<file path="src/rtl/out_fsm.sv">
`default_nettype none
// ============================================================================
//  Module   : out_fsm
//  Brief    : MII transmit output state machine. Serialises a buffered frame
//             as preamble, SFD, payload nibbles (low nibble first) and an
//             inter-frame gap, while addressing the upstream frame buffer.
//  Revision : 1.0 - initial release
// ============================================================================
module out_fsm #(
  parameter int         PRE_NIBBLES = 15,
  parameter logic [3:0] SFD_NIBBLE  = 4'hD,
  parameter int         IFG_CYCLES  = 24
) (
  input  logic        clk_phy,
  input  logic        reset,
  input  logic [7:0]  data_in,
  input  logic [23:0] ctrl_block_in,
  output logic [11:0] frame_seq_out,
  output logic        xmit_done_out,
  output logic [3:0]  data_out
);

  // One shared cycle counter serves both the preamble and the gap phases.
  localparam int               CNT_MAX    = (PRE_NIBBLES > IFG_CYCLES) ? PRE_NIBBLES : IFG_CYCLES;
  localparam int               CNT_W      = $clog2(CNT_MAX + 1);
  localparam logic [CNT_W-1:0] PRE_LAST   = CNT_W'(PRE_NIBBLES);
  localparam logic [CNT_W-1:0] IFG_LAST   = CNT_W'(IFG_CYCLES);
  localparam logic [CNT_W-1:0] CNT_FIRST  = CNT_W'(1);
  localparam logic [3:0]       PRE_NIBBLE = 4'h5;

  typedef enum logic [2:0] {
    IDLE    = 3'd0,
    PRE     = 3'd1,
    SFD     = 3'd2,
    DATA_LO = 3'd3,
    DATA_HI = 3'd4,
    IFG     = 3'd5
  } state_t;

  state_t           state;
  logic [CNT_W-1:0] cnt;
  logic [11:0]      len_reg;
  logic [11:0]      bytes_sent;
  logic [7:0]       byte_reg;

  logic [11:0]      seq_last;
  logic             seq_can_adv;
  logic [11:0]      seq_next;
  logic             more_bytes;

  // Buffer address saturates on the last byte of the frame instead of wrapping.
  assign seq_last    = len_reg - 12'd1;
  assign seq_can_adv = (frame_seq_out < seq_last);
  assign seq_next    = seq_can_adv ? (frame_seq_out + 12'd1) : frame_seq_out;
  assign more_bytes  = (bytes_sent < len_reg);

  // Frame sequencer: every output is produced from the state being entered, so
  // data_out always shows the nibble belonging to the current state.
  always_ff @(posedge clk_phy) begin
    if (reset) begin
      state         <= IDLE;
      cnt           <= '0;
      len_reg       <= 12'd0;
      bytes_sent    <= 12'd0;
      byte_reg      <= 8'd0;
      frame_seq_out <= 12'd0;
      xmit_done_out <= 1'b0;
      data_out      <= 4'd0;
    end else begin
      xmit_done_out <= 1'b0;
      case (state)
        IDLE: begin
          data_out      <= 4'd0;
          frame_seq_out <= 12'd0;
          if (ctrl_block_in[11:0] != 12'd0) begin
            // Upper descriptor bits are reserved and deliberately dropped.
            len_reg    <= ctrl_block_in[11:0];
            bytes_sent <= 12'd0;
            cnt        <= CNT_FIRST;
            data_out   <= PRE_NIBBLE;
            state      <= PRE;
          end
        end

        PRE: begin
          if (cnt == PRE_LAST) begin
            data_out <= SFD_NIBBLE;
            state    <= SFD;
          end else begin
            cnt      <= cnt + 1'b1;
            data_out <= PRE_NIBBLE;
          end
        end

        SFD: begin
          // Address 0 has been presented since IDLE, so byte 0 is valid here.
          byte_reg      <= data_in;
          data_out      <= data_in[3:0];
          frame_seq_out <= seq_next;
          bytes_sent    <= 12'd1;
          state         <= DATA_LO;
        end

        DATA_LO: begin
          data_out <= byte_reg[7:4];
          state    <= DATA_HI;
        end

        DATA_HI: begin
          if (more_bytes) begin
            // The address moved two edges ago, leaving time for a registered buffer.
            byte_reg      <= data_in;
            data_out      <= data_in[3:0];
            frame_seq_out <= seq_next;
            bytes_sent    <= bytes_sent + 12'd1;
            state         <= DATA_LO;
          end else begin
            data_out      <= 4'd0;
            frame_seq_out <= 12'd0;
            xmit_done_out <= 1'b1;
            cnt           <= CNT_FIRST;
            state         <= IFG;
          end
        end

        IFG: begin
          data_out      <= 4'd0;
          frame_seq_out <= 12'd0;
          if (cnt == IFG_LAST) begin
            cnt   <= '0;
            state <= IDLE;
          end else begin
            cnt <= cnt + 1'b1;
          end
        end

        default: begin
          data_out      <= 4'd0;
          frame_seq_out <= 12'd0;
          state         <= IDLE;
        end
      endcase
    end
  end

endmodule
`default_nettype wire

</file>
<file path="config.mk">
export PLATFORM = sky130hd
export DESIGN_NAME = out_fsm
export DESIGN_NICKNAME = d
export VERILOG_FILES = /design/src/rtl/out_fsm.sv
export SDC_FILE = /design/constraint.sdc
export NUM_CORES = 1
export LEC_CHECK = 0
export ABC_AREA = 1
export CORE_MARGIN = 1
export CORE_UTILIZATION = 50
export DETAILED_ROUTE_END_ITERATION = 6
export PLACE_DENSITY = 0.79
export SETUP_SLACK_MARGIN = 0.3
export SYNTH_ARGS = -nofsm -noshare
export SYNTH_HDL_FRONTEND = slang
export SYNTH_SLANG_ARGS = --single-unit
export TNS_END_PERCENT = 50
</file>
<file path="constraint.sdc">
create_clock -name clk_phy -period 3.1 [get_ports clk_phy]
set_input_delay 0.465 -clock clk_phy [delete_from_list [all_inputs] [get_ports clk_phy]]
set_output_delay 0.465 -clock clk_phy [all_outputs]
set_load 0.01 [all_outputs]
</file>
[Word-level counts from Yosys, hierarchy flattened]
Cells that the tools add are included.
Storage, ports and cells
  bits in registers: 57
  logic and storage cells: 63
Cells by class
  add/sub/neg operators: 4
  $lt $le $gt $ge: 2
  equal/unequal tests: 13
  muxes and demuxes: 23
  bitwise gates (word level): 1
  reduce and logical (&&, ||, !) cells: 12
Operators by type and width (count)
  one-hot mux 12 bit (3 select lines): 2
  two-way mux 12 bit: 4
  adder 12 x 1 -> 12 bit (second input constant): 2
  < comparator 12 bit: 2
  two-way mux 5 bit: 4
  one-hot mux 4 bit (5 select lines): 1
  one-hot mux 5 bit (4 select lines): 1
  one-hot mux 3 bit (6 select lines): 1
  one-hot mux 8 bit (2 select lines): 1
  two-way mux 3 bit: 5
  inequality test 2 bit (second input constant): 6
  nonzero test 12 bit: 1
  subtractor 12 x 1 -> 12 bit (second input constant): 1
  two-way mux 4 bit: 2
  two-way mux 8 bit: 1
  == test 3 x 2 -> 1 bit (second input constant): 2
  == test 3 bit (second input constant): 2
  AND reduction 3 bit: 2
  adder 5 x 1 -> 5 bit (second input constant): 1
  == test 5 x 4 -> 1 bit (second input constant): 1
  == test 5 bit (second input constant): 1
  AND reduction 2 bit: 2
  AND reduction 4 bit: 1
  nonzero test 4 bit: 1
  other kinds (7): 8

[Longest topological paths before layout]
  word-level depth: 5
  depth in mapped cells: 19
  mapped depth without buffers: 19

[Worst setup path after synthesis]
OpenSTA, ideal clock, no wires.
  path kind: register -> register
  from: register len_reg[0]
  to: register frame_seq_out[11]
  arrival time: 2.523 ns
  data required time: 3.036 ns
  slack: 0.513 ns
  stages on the path, launching flop included: 20
  buffers on the path: 0
  cells stage by stage: dfxtp_1 inv_1 ha_1 nand3_1 nor3_1 and3_1 nand3_1 xor2_1 ha_1 nand2_1 inv_1 nand2_1 nand2_1 a21oi_4 nand2_2 nor2_1 nand2_1 nand2_1 nand2_1 nor2_1
Between the ends
  cells in the longest elaborated chain, start to end: 5
  elaborated cells on any way between the ends: 6
Ends and longest elaborated chain
  start, declared: RTL line 42  | logic [11:0] len_reg;
  start signal, assigned: RTL line 77  | len_reg <= ctrl_block_in[11:0];
  subtractor 12 x 1 -> 12 bit: RTL line 52  | assign seq_last = len_reg - 12'd1;
  < comparator 12 bit: RTL line 53  | assign seq_can_adv = (frame_seq_out < seq_last);
  two-way mux 12 bit: RTL line 54  | assign seq_next = seq_can_adv ? (frame_seq_out + 12'd1) : frame_seq_out;
  two-way mux 12 bit: RTL line 110  | if (more_bytes) begin
  one-hot mux 12 bit (3 select lines) *: RTL line 71  | case (state)
  end signal, assigned: RTL line 99  | frame_seq_out <= seq_next;
  end signal, assigned: RTL line 114  | frame_seq_out <= seq_next;
  end, declared: RTL line 18  | output logic [11:0] frame_seq_out,
Mark *: on every way between the ends. The rest lies on a longest branch, timed or not.
A chain may end at the register's enable or synchronous reset.

[Worst setup path after layout]
  from: register len_reg[0]
  to: register frame_seq_out[6]
Same word-level chain as after synthesis.

==> results by group <==
Hold path
  – HP Class: flip-flop to flip-flop

Logic synthesis
  – Netlist cell types: 36
  – Area contributors post-synth: dfxtp_1 (30%), nand2_1 (13%), ha_1 (10%), nor2_1 (6.6%), inv_1 (6.1%)
  – Asr flop ratio synth: 0%
  – Post-synth EDFFs: 0
  – Post-synthesis sequential area ratio: a little over 30%
  – Synthesized cell area: around 0.0035 sq mm
  – Yosys reg bits: 53
  – Cells after Synth: 509
  – Post-Syn Nets: 571
  – Synth area leader: dfxtp_1
  – Top-count cell post-synth: nand2_1
  – Yosys top cell area share: 30.3%
  – Main flop type after synthesis: dfxtp_1
  – Synth warn: 0
  – Syn Area/Cell: between 6 and 7 sq um
  – Top cells by count, synth: nand2_1 (119), nor2_1 (62), inv_1 (57)

Power and ir drop
  – Leakage: 1.79 nW
  – Max VDD drop: roughly 0.32 mV
  – Final Power: 1.76 mW
  – Pwr/cell area: 418 mW/mm^2

Critical path
  – Startpoint class of the critical path: flip-flop
  – Crit. End Element: flip-flop
  – Critical-path maximum fanout: 7
  – WP data arrival: 3.01 ns
  – CP Class: flip-flop to flip-flop
  – Worst EP required: 3.36 ns

Flow run
  – MaxCap Viol Count: 0

Final layout
  – Fin nets: about 600
  – P&R area growth vs syn: 20.2%
  – Share of cells above drive strength 1: 14.3%
  – Diode count: 0
  – Fillers: 600

Timing
  – Worst slew pin tran: 0.675 ns
  – Final Slew Violations: 0
  – Crit path time final: 2.75 ns
  – Max_slew headroom: 54.9%
  – Worst Skew: 0.00656 ns
  – Hold Violations, Final: 0
  – Unrepaired setup endpoints after global routing: yes
  – Setup TNS: 0 ns
  – Final Setup Violations: 0
  – Fmax: 0.364 GHz
  – Final period utilization: between 80 and 90%

Global routing
  – Initial antenna violation count: 0
  – First-pass GRT wire length: 12900 microns
  – Pin count of the biggest net entering global routing: 26
  – Total grt overflow: 0
  – Vias in the first global route: 3024
  – Total track usage: 21.6%

CTS
  – CTS Sinks: 53
  – Number of CTS-inserted buffers: 5
  – CTS Hold Bufs: 0
  – Clock Latency Late Sink: roughly 0.31 ns
  – Clock transition at path regs: 0.10 ns
  – H-Tree Depth: 2
  – CTS tree: built
  – Cell at the root of the clock tree: clkbuf_8
  – CTS max path bufs: 2

Run status
  – Outcome: complete, no violations

Detailed routing
  – Post-route met1 wirelength: 3590 microns
  – DR DRC count: 0
  – Highest Signal Layer: met4
  – DRT iter0 DRCs: ~160
  – DRT Wirelength: 7940 microns
  – Wirelength per Cell: 12.2 microns
  – Met2 WL: 3970 microns
  – Drt first pass iters: 4
  – Met3 wire length: 233 microns
  – Post-DRT Antenna Nets: 0
  – Via count: ~3400
  – Mean number of vias per cell: about 5.2

Placement
  – Routability congestion estimate: 0.866
  – Number of I/O port buffers: 38
  – DP Wirelength: between 5000 and 6000 microns

Die
  – Die area: 0.00735 sq mm
  – Chip width: 85.7 microns
  – Die H: 85.7 microns
  – Initial Utilization: about half
  – Site Rows: 30
  – Core ar.: 0.00679 sq mm
  – I/O pins: between 50 and 60
==> cell families after synthesis <==
group	Yosys count	synth area share, %
and+or+nand+nor	263	34.0
buffers and inverters	73	8.57
DFF	53	30.3
AOI/OAI and AO/OA	73	12.5
adders and majority gates	28	9.99
xor gates and xnor gates	19	4.75
==> critical path: stages (launching register included) <==
cell,delay (ns)
dfxtp_4,0.39
nor3_4,0.23
nand4_1,0.20
nor3_2,0.23
nand3_1,0.11
xor2_1,0.18
ha_1,0.30
nand2_2,0.11
inv_2,0.04
nand2_2,0.05
nand2_2,0.06
a21oi_4,0.17
buf_6,0.15
nand3_1,0.12
o21bai_1,0.22
inv_1,0.06
nor2_1,0.09
==> path summary, 6_finish.rpt <==
check                                               from                             to  slack (ns)  cells after the start
worst min-delay path            len_reg[11]$_SDFFE_PP0P_       len_reg[11]$_SDFFE_PP0P_        0.51                      2
worst max register to register   len_reg[0]$_SDFFE_PP0P_  frame_seq_out[6]$_SDFFE_PP0N_        0.35                     16
worst min register to register  len_reg[11]$_SDFFE_PP0P_       len_reg[11]$_SDFFE_PP0P_        0.51                      2
worst max-delay path             len_reg[0]$_SDFFE_PP0P_  frame_seq_out[6]$_SDFFE_PP0N_        0.35                     16
==> power breakdown <==
group	internal [mW]	total [mW]	switching, mW	leakage (nW)
Sequential	0.723	0.760	0.0375	0.433
Clock	0.321	0.561	0.240	0.0681
Combinational	0.179	0.443	0.263	1.29
==> what timing repair did <==
action                     4_1_cts  5_1_grt
gates cloned                     0        0
pin swaps                        0       15
gates resized for setup          3       20
setup endpoints to repair        9       12
setup buffers                    0        5
==> stage by stage <==
stage          std cells  util (%)  area (sq um)  worst slack [ns]  hold slack (ns)
3_3_place_gp         637      58.4          3970             0.292            0.489
5_1_grt              650      62.0          4220             0.132            0.540
2_1_floorplan        509         -          3510             0.513            0.461
3_5_place_dp         637      58.4          3970             0.213            0.499
6_report             650      62.0          4220             0.350            0.513
4_1_cts              645      60.6          4120             0.293            0.511
==> layout make-up <==
type                       instances  area, sq um  area share (%)
inverter                          64          245            5.82
sequential                        53         1070            25.3
timing repair buffer              46          444            10.5
tap                               96          120            2.85
multi-input combinational        383         2210            52.3
clock buffer                       5         68.8            1.63
clock inverter                     3         65.1            1.54
==> layout by cell type, fill, tap and decap left out, drive strengths merged <==
cell / count
a31oi: 1
buf: 8
nor3b: 3
nand3b: 3
inv: 64
dfxtp: 53
clkinv: 1
nor2: 66
clkdlybuf4s50: 38
o21ai: 23
ha: 28
nand4: 8
o21bai: 2
nand3: 33
or2: 3
xor2: 17
and3: 2
o21a: 3
a21oi: 43
o211a: 1
clkbuf: 5
xnor2: 2
nand2: 137
bufinv: 2
nor3: 8
==> layer usage <==
layer	vias up	GRT usage, %
met2	67	40.0
met1	1561	25.8
met5	-	0
met3	17	3.37
met4	0	6.36
li1	1720	-
No activity file was read; power rests on OpenSTA's default activity.
